--- config.mk ---
export PLATFORM = sky130hd
export DESIGN_NAME = core_sequencer
export DESIGN_NICKNAME = d
export VERILOG_FILES = /design/src/rtl/core_sequencer.sv
export SDC_FILE = /design/constraint.sdc
export NUM_CORES = 1
export LEC_CHECK = 0
export CORE_MARGIN = 2
export CORE_UTILIZATION = 40
export DETAILED_ROUTE_END_ITERATION = 8
export GPL_TIMING_DRIVEN = 0
export MAX_ROUTING_LAYER = met4
export PLACE_DENSITY_LB_ADDON = 0.08
export SYNTH_ARGS = -nofsm -noshare
export SYNTH_HDL_FRONTEND = slang
export SYNTH_SLANG_ARGS = --single-unit
export TNS_END_PERCENT = 5
--- constraint.sdc ---
create_clock -name clk -period 3.7 [get_ports clk]
set_input_delay 0.555 -clock clk [delete_from_list [all_inputs] [get_ports clk]]
set_output_delay 0.555 -clock clk [all_outputs]
set_load 0.05 [all_outputs]
--- src/rtl/core_sequencer.sv ---
// Multi-cycle control sequencer: fetch/decode/execute/memory/writeback with
// a per-access memory timeout and sticky illegal/bus_fault flags.
//
// state     | meaning
// ----------+-------------------------------------------------------------
// IDLE      | one cycle after reset release, outputs quiet
// FETCH     | instruction read from PC, ir_we on mem_ready
// DECODE    | latch opcode into op_q, check legality
// EXECUTE   | ALU operates on op_q; branches resolve here
// MEMORY    | load/store data access at ALU address
// WRITEBACK | register file write and PC update
// HALT      | absorbing until reset (illegal opcode or bus timeout)
module core_sequencer #(
    parameter int unsigned MEM_TIMEOUT = 16
) (
    input  logic        clk,
    input  logic        rst_n,
    input  logic [6:0]  instr_opcode,
    input  logic [31:0] alu_result,
    input  logic        mem_ready,
    output logic        mem_req,
    output logic        mem_we,
    output logic        mem_src,
    output logic        ir_we,
    output logic        pc_we,
    output logic        rf_we,
    output logic [1:0]  pc_src,
    output logic [1:0]  alu_a_sel,
    output logic        alu_b_sel,
    output logic [6:0]  alu_op,
    output logic [1:0]  rf_wd_sel,
    output logic        illegal,
    output logic        bus_fault,
    output logic [2:0]  state
);

    localparam logic [6:0] OP_R     = 7'b0110011;
    localparam logic [6:0] OP_I     = 7'b0010011;
    localparam logic [6:0] OP_LOAD  = 7'b0000011;
    localparam logic [6:0] OP_S     = 7'b0100011;
    localparam logic [6:0] OP_B     = 7'b1100011;
    localparam logic [6:0] OP_JAL   = 7'b1101111;
    localparam logic [6:0] OP_JALR  = 7'b1100111;
    localparam logic [6:0] OP_LUI   = 7'b0110111;
    localparam logic [6:0] OP_AUIPC = 7'b0010111;

    localparam logic [1:0] PC_PLUS4  = 2'd0;
    localparam logic [1:0] PC_ALU    = 2'd1;
    localparam logic [1:0] PC_BRANCH = 2'd2;

    localparam logic [1:0] WD_ALU  = 2'd0;
    localparam logic [1:0] WD_LOAD = 2'd1;
    localparam logic [1:0] WD_LINK = 2'd2;
    localparam logic [1:0] WD_IMM  = 2'd3;

    localparam logic [7:0] TMO_LIMIT = 8'(MEM_TIMEOUT - 1);

    typedef enum logic [2:0] {
        ST_IDLE      = 3'd0,
        ST_FETCH     = 3'd1,
        ST_DECODE    = 3'd2,
        ST_EXECUTE   = 3'd3,
        ST_MEMORY    = 3'd4,
        ST_WRITEBACK = 3'd5,
        ST_HALT      = 3'd6
    } state_t;

    state_t      state_q;
    state_t      state_d;
    logic [6:0]  op_q;
    logic [7:0]  tmo_cnt;
    logic        timeout_hit;
    logic [1:0]  sel_a;
    logic        sel_b;

    function automatic logic is_legal(input logic [6:0] op);
        case (op)
            OP_R, OP_I, OP_LOAD, OP_S, OP_B,
            OP_JAL, OP_JALR, OP_LUI, OP_AUIPC: is_legal = 1'b1;
            default:                           is_legal = 1'b0;
        endcase
    endfunction

    // Operand routing depends only on the latched opcode.
    always_comb begin
        sel_a = 2'd0;
        sel_b = 1'b0;
        case (op_q)
            OP_R, OP_B:                     begin sel_a = 2'd0; sel_b = 1'b0; end
            OP_I, OP_LOAD, OP_S, OP_JALR:   begin sel_a = 2'd0; sel_b = 1'b1; end
            OP_JAL, OP_AUIPC:               begin sel_a = 2'd1; sel_b = 1'b1; end
            OP_LUI:                         begin sel_a = 2'd2; sel_b = 1'b1; end
            default:                        begin sel_a = 2'd0; sel_b = 1'b0; end
        endcase
    end

    // A ready arriving in the limit cycle takes precedence over the timeout.
    assign timeout_hit = mem_req && !mem_ready && (tmo_cnt == TMO_LIMIT);

    always_comb begin
        state_d = state_q;
        case (state_q)
            ST_IDLE:   state_d = ST_FETCH;
            ST_FETCH: begin
                if (mem_ready)        state_d = ST_DECODE;
                else if (timeout_hit) state_d = ST_HALT;
            end
            ST_DECODE: state_d = is_legal(instr_opcode) ? ST_EXECUTE : ST_HALT;
            ST_EXECUTE: begin
                case (op_q)
                    OP_LOAD, OP_S: state_d = ST_MEMORY;
                    OP_B:          state_d = ST_FETCH;
                    default:       state_d = ST_WRITEBACK;
                endcase
            end
            ST_MEMORY: begin
                if (mem_ready)        state_d = (op_q == OP_S) ? ST_FETCH : ST_WRITEBACK;
                else if (timeout_hit) state_d = ST_HALT;
            end
            ST_WRITEBACK: state_d = ST_FETCH;
            ST_HALT:      state_d = ST_HALT;
            default:      state_d = ST_IDLE;
        endcase
    end

    always_ff @(posedge clk or negedge rst_n) begin
        if (!rst_n) begin
            state_q   <= ST_IDLE;
            op_q      <= 7'd0;
            tmo_cnt   <= 8'd0;
            illegal   <= 1'b0;
            bus_fault <= 1'b0;
        end else begin
            state_q <= state_d;
            if (state_q == ST_DECODE) begin
                op_q <= instr_opcode;
                if (!is_legal(instr_opcode)) illegal <= 1'b1;
            end
            if (timeout_hit) bus_fault <= 1'b1;
            if (state_d != state_q)
                tmo_cnt <= 8'd0;
            else if (mem_req && !mem_ready)
                tmo_cnt <= tmo_cnt + 8'd1;
        end
    end

    // Moore decode of state/op_q; only ir_we and the PC strobes in
    // EXECUTE/MEMORY look at mem_ready or alu_result directly.
    always_comb begin
        mem_req   = 1'b0;
        mem_we    = 1'b0;
        mem_src   = 1'b0;
        ir_we     = 1'b0;
        pc_we     = 1'b0;
        rf_we     = 1'b0;
        pc_src    = PC_PLUS4;
        alu_a_sel = 2'd0;
        alu_b_sel = 1'b0;
        alu_op    = 7'd0;
        rf_wd_sel = WD_ALU;
        if (state_q == ST_EXECUTE || state_q == ST_MEMORY || state_q == ST_WRITEBACK) begin
            alu_op    = op_q;
            alu_a_sel = sel_a;
            alu_b_sel = sel_b;
        end
        case (state_q)
            ST_FETCH: begin
                mem_req = 1'b1;
                ir_we   = mem_ready;
            end
            ST_EXECUTE: begin
                if (op_q == OP_B) begin
                    pc_we  = 1'b1;
                    pc_src = (|alu_result) ? PC_BRANCH : PC_PLUS4;
                end
            end
            ST_MEMORY: begin
                mem_req = 1'b1;
                mem_src = 1'b1;
                mem_we  = (op_q == OP_S);
                pc_we   = (op_q == OP_S) && mem_ready;
            end
            ST_WRITEBACK: begin
                rf_we = 1'b1;
                pc_we = 1'b1;
                case (op_q)
                    OP_LOAD:          rf_wd_sel = WD_LOAD;
                    OP_JAL, OP_JALR:  rf_wd_sel = WD_LINK;
                    OP_LUI:           rf_wd_sel = WD_IMM;
                    default:          rf_wd_sel = WD_ALU;
                endcase
                if (op_q == OP_JAL || op_q == OP_JALR) pc_src = PC_ALU;
            end
            default: ;
        endcase
    end

    assign state = state_q;

    mem_we_needs_req: assert property (@(posedge clk) disable iff (!rst_n) mem_we |-> mem_req);
    halt_absorbing:   assert property (@(posedge clk) disable iff (!rst_n)
                                       (state_q == ST_HALT) |=> (state_q == ST_HALT));

endmodule

# Yosys cells after proc, flatten, opt, wreduce, memory -nomap -nowiden
# Index checks and enable logic that the tools add are counted.
dict set report op_classes {
  n_div 0
  n_eq_ne 25
  n_shift 0
  n_addsub 1
  mux 29
  magnitude_cmp 0
  reduce_logical 18
  n_mul 0
  bitwise_logic 1
}
# cell n
set ops {}
lappend ops {{equality test 7 bit, second input constant} 6}
lappend ops {{equality test 7 x 6 -> 1 bit, second input constant} 5}
lappend ops {{OR reduction 32 bit} 1}
lappend ops {{equality test 7 x 5 -> 1 bit, second input constant} 4}
lappend ops {{case mux 3 bit (6 select lines)} 1}
lappend ops {{two-way mux 8 bit} 2}
lappend ops {{two-way mux 3 bit} 5}
lappend ops {{equality test 7 x 2 -> 1 bit, second input constant} 2}
lappend ops {{two-way mux 1 bit} 11}
lappend ops {{OR reduction 2 bit} 5}
lappend ops {{equality test 3 bit, second input constant} 3}
lappend ops {{OR reduction 9 bit} 1}
lappend ops {{adder 8 x 1 -> 8 bit, second input constant} 1}
lappend ops {{equality test 8 x 4 -> 1 bit, second input constant} 1}
lappend ops {{two-way mux 2 bit} 4}
lappend ops {{case mux 2 bit (2 select lines)} 2}
lappend ops {{two-way mux 7 bit} 1}
lappend ops {{OR reduction 7 bit} 1}
lappend ops {{equality test 3 x 2 -> 1 bit, second input constant} 2}
lappend ops {{case mux 2 bit (3 select lines)} 1}
lappend ops {{case mux 3 bit (2 select lines)} 1}
lappend ops {{equality test 3 x 1 -> 1 bit, second input constant} 1}
lappend ops {{logical AND 1 bit} 3}
lappend ops {{logical NOT 3 bit} 1}
lappend ops {{7 further kinds} 9}
dict set report word_totals {
  n_memories 0
  output_inout_bits 25
  latch_bits 0
  romBits 0
  ff_bits 20
  ram_bits 0
}

# Logic depth before layout (Yosys ltp)
dict set report depth {
  ltp_word 10
  ltp_mapped 7
  ltp_nobuf 6
}

# Worst setup path before layout
# OpenSTA, ideal clock, no wires.
dict set report synth_path {
  path_type {reg2out}
  from {reg state_q[0] (netlist: state[0])}
  to {out alu_a_sel[1]}
  n_path_buf 1
  stages_incl_launch_ff 7
  slack_ns 0.566
  arrival_ns 2.579
  required_ns 3.145
  cell_sequence {dfrtp_1 buf_2 nor2b_1 nand2_1 nand2_1 and2_1 nor2b_1}
}
dict set report synth_via {
  elab_chain_cells 4
  elab_cells_between_ends 6
  classes_between {eq/ne: 3; mux: 1; reduce/logical: 2}
}
# element line
set synth_lines {}
lappend synth_lines {{start: declaration} 68} ;# state_t state_q;
lappend synth_lines {{start signal: assignment} 134} ;# state_q <= state_d;
lappend synth_lines {{equality test 3 x 2 -> 1 bit / equality test 3 bit (equally long branches)} 161} ;# if (state_q == ST_EXECUTE || state_q == ST_MEMORY || state_q == ST_WRITEBACK) begin
lappend synth_lines {{logical OR 1 bit} 161}
lappend synth_lines {{logical OR 1 bit *} 161}
lappend synth_lines {{two-way mux 2 bit *} 161}
lappend synth_lines {{end: declaration} 28} ;# output logic [1:0] alu_a_sel,
# Every way passes the cells marked *; elsewhere a longest branch is shown, timed or not.

# Worst setup path after layout
# Ends and elaborated chain as after synthesis.

==> results_dict.tcl <==
set metrics [dict create \
    first_pass_iters 4 \
    post-place-ws_ns 0.8420 \
    placementRows 22 \
    place_area_um2 2201 \
    cp-start-kind "flip-flop" \
    gp_congestion 0.8743 \
    ir_worst_vdd_uv 549.0 \
    grt-ovfl-total 0 \
    start_util_pct 41.01 \
    cts_made_buffers 3 \
    stdcell_area_um2 2256 \
    syn_nets 209 \
    grt_pass1_vias 1512 \
    finalSetupTns_ns 0 \
    synthTopCellsByArea "dfrtp_1, and2_1, mux2_2, nor3_1, nor4_1" \
    synth-edff-count 0 \
    mostFrequentLayoutCells "clkdlybuf4s50_1, dfrtp_1, nor3_1" \
    n_antenna_cell 0 \
    die_x_um 65.04 \
    detail-route-antenna-nets 0 \
    drtIter0Drc 36 \
    multi_input_area_um2 924.6 \
    status "complete, no violations" \
    cp_data_required_time_ns 3.14 \
    clockBufferDepth 2 \
    finalSetupViolCount 0 \
    maxSlewViolCount 0 \
    fillers 325 \
    syn_area_um2 1490 \
    clock_skew_ns 0.001367 \
    fin_nets 279 \
    post-synth-top-area-cell "dfrtp_1" \
    synth-async-reset-ratio_pct 100.0 \
    cts_sinks 20 \
    fp.dieH_um 65.04 \
    syn_inst 166 \
    dpl.hpwl_um 3277 \
    holdCritPathClass "reg2reg" \
    drv_cap 0 \
    worstSetupEndpointType "output pin" \
    grt_pass1_wl_um 6948 \
    p_leak_nw 0.8590 \
    htree_levels 1 \
    path_max_fanout 7 \
    finalHoldViolations 0 \
    worst_ep_arrival_time_ns 2.55 \
    instances_no_fill 283 \
    pin_count 67 \
    netlist.area_leader.share_pct 33.59 \
    synth.distinct_cells 50 \
    avgSynthCellArea_um2 8.977 \
    p_per_area_nw_per_um2 701.0 \
    holdBufCountCts 0 \
    cts_setup_buffers 0 \
    slew_headroom_pct 37.97 \
    drc 0 \
    totalWireLength_um 4139 \
    cts.reportedPaths.clkPinSlew_ns 0.08 \
    ys.flop_type "dfrtp_1" \
    area_delta_synth_final_pct 51.39 \
    vias_per_cell 5.311 \
    postSynthRegisterBits 20 \
    yosysWarnings 0 \
    wl_per_cell_um 14.63 \
    regArea_um2 500.5 \
    grt_setup_unrepaired "false" \
    final_common_cell "clkdlybuf4s50_1" \
    grt_max_degree 21 \
    cts_tree "yes" \
    via_count 1503 \
    power.total_mw 1.581 \
    post_cts_resized 0 \
    cts_root_buffer "clkbuf_8" \
    port_buffers 65 \
    clkLatencyLatePin_ns 0.26 \
    fin_ws_ns 0.5937 \
    max_freq_mhz 321.9 \
    critPathKind "reg2out" \
    layout-drive-gt1-share_pct 12.34 \
    tightestPinTransition_ns 0.9275 \
    period_needed_ns 3.106 \
    track_usage_pct 21.74 \
    die_area_um2 4230 \
    core_area_um2 3633 \
    fin_crit_sh_pct 83.95 \
    dp_cells 279 \
    antenna_found_initial 0 \
    synth_seq_area_share_pct 33.59 \
]
sequential cells by signal (all words and copies together) (netlist names):
signal / flops
bus_fault: 1
illegal: 1
state: 3
op_q: 7
tmo_cnt: 8
power by group:
part	leakage [nW]	internal [mW]	switching (mW)	total (mW)
clock network	0.0288	0.0950	0.0771	0.172
logic	0.578	0.401	0.673	1.07
registers	0.252	0.282	0.0532	0.336
total	0.859	0.778	0.803	1.58
stage by stage:
step / util, % / hold WS (ns)
floorplan: - / 0.2594
global placement: 60.57 / 0.4511
detailed placement: 60.57 / 0.4569
CTS: 62.09 / 0.4751
global route: 62.09 / 0.4890
finish: 62.09 / 0.4656
area by class of cell:
cell class	count	share of cell area, %
multi-input cells	133	40.99
clock buffers	4	2.440
plain buffers	8	2.052
flip-flops and latches	20	22.19
inverters	5	0.8319
repair buffers	65	28.84
well taps	48	2.662
final timing paths:
path                                        from                      to  slack, ns  depth (start not counted)
setup / recovery              state[0]$_DFF_PN0_            alu_a_sel[1]       0.59                          7
setup reg to reg              state[0]$_DFF_PN0_  tmo_cnt[1]$_DFFE_PN0P_       1.64                          6
hold reg to reg            bus_fault$_DFFE_PN0P_   bus_fault$_DFFE_PN0P_       0.47                          1
hold / removal             bus_fault$_DFFE_PN0P_   bus_fault$_DFFE_PN0P_       0.47                          1
max in group asynchronous                  rst_n     op_q[2]$_DFFE_PN0N_       2.33                          1
min in group asynchronous                  rst_n      state[2]$_DFF_PN0_       0.81                          1
synthesized netlist by cell type, drive strengths merged, types with 2 or more instances:
master  instances
a21oi           7
a22oi           2
and2           11
and3            5
buf             6
clkbuf          2
dfrtp          20
inv             5
mux2            6
nand2          10
nand2b          6
nand3           6
nand3b          2
nand4           5
nor2            8
nor2b           4
nor3           14
nor4            9
o21ai           6
o22ai           4
xnor2           4
xor2            4
kinds of logic after synthesis:
kind of cell             after synthesis  share of synthesized area [%]
AO/OA/AOI/OAI                         29                          14.78
XOR/XNOR                               8                          5.206
adder cells (fa/ha/maj)                1                         0.8395
buffers and inverters                 13                          4.367
flip-flops                            20                          33.59
multiplexers                           6                          4.534
AND/OR/NAND/NOR                       89                          36.69
worst max-delay path, cell delays in order (launching register included):
cell and delay [ns]:
dfrtp_1 0.34, buf_2 0.19, nor2b_1 0.27, nand2_1 0.18, nand2_1 0.20, and2_1 0.16
nor2b_1 0.13, clkdlybuf4s50_1 0.81
routing by layer:
| metal | wire length [um] | part of all wire, % | vias up | track usage, % |
|---|---|---|---|---|
| met5 | 0 | 0 | - | - |
| met4 | 64 | 1.5 | 0 | 7.813 |
| met3 | 258 | 6.2 | 6 | 3.819 |
| met2 | 1901 | 46 | 46 | 36.21 |
| met1 | 1914 | 46 | 700 | 26.62 |
| li1 | - | - | 751 | - |
Power figures use the tool's default switching activity.
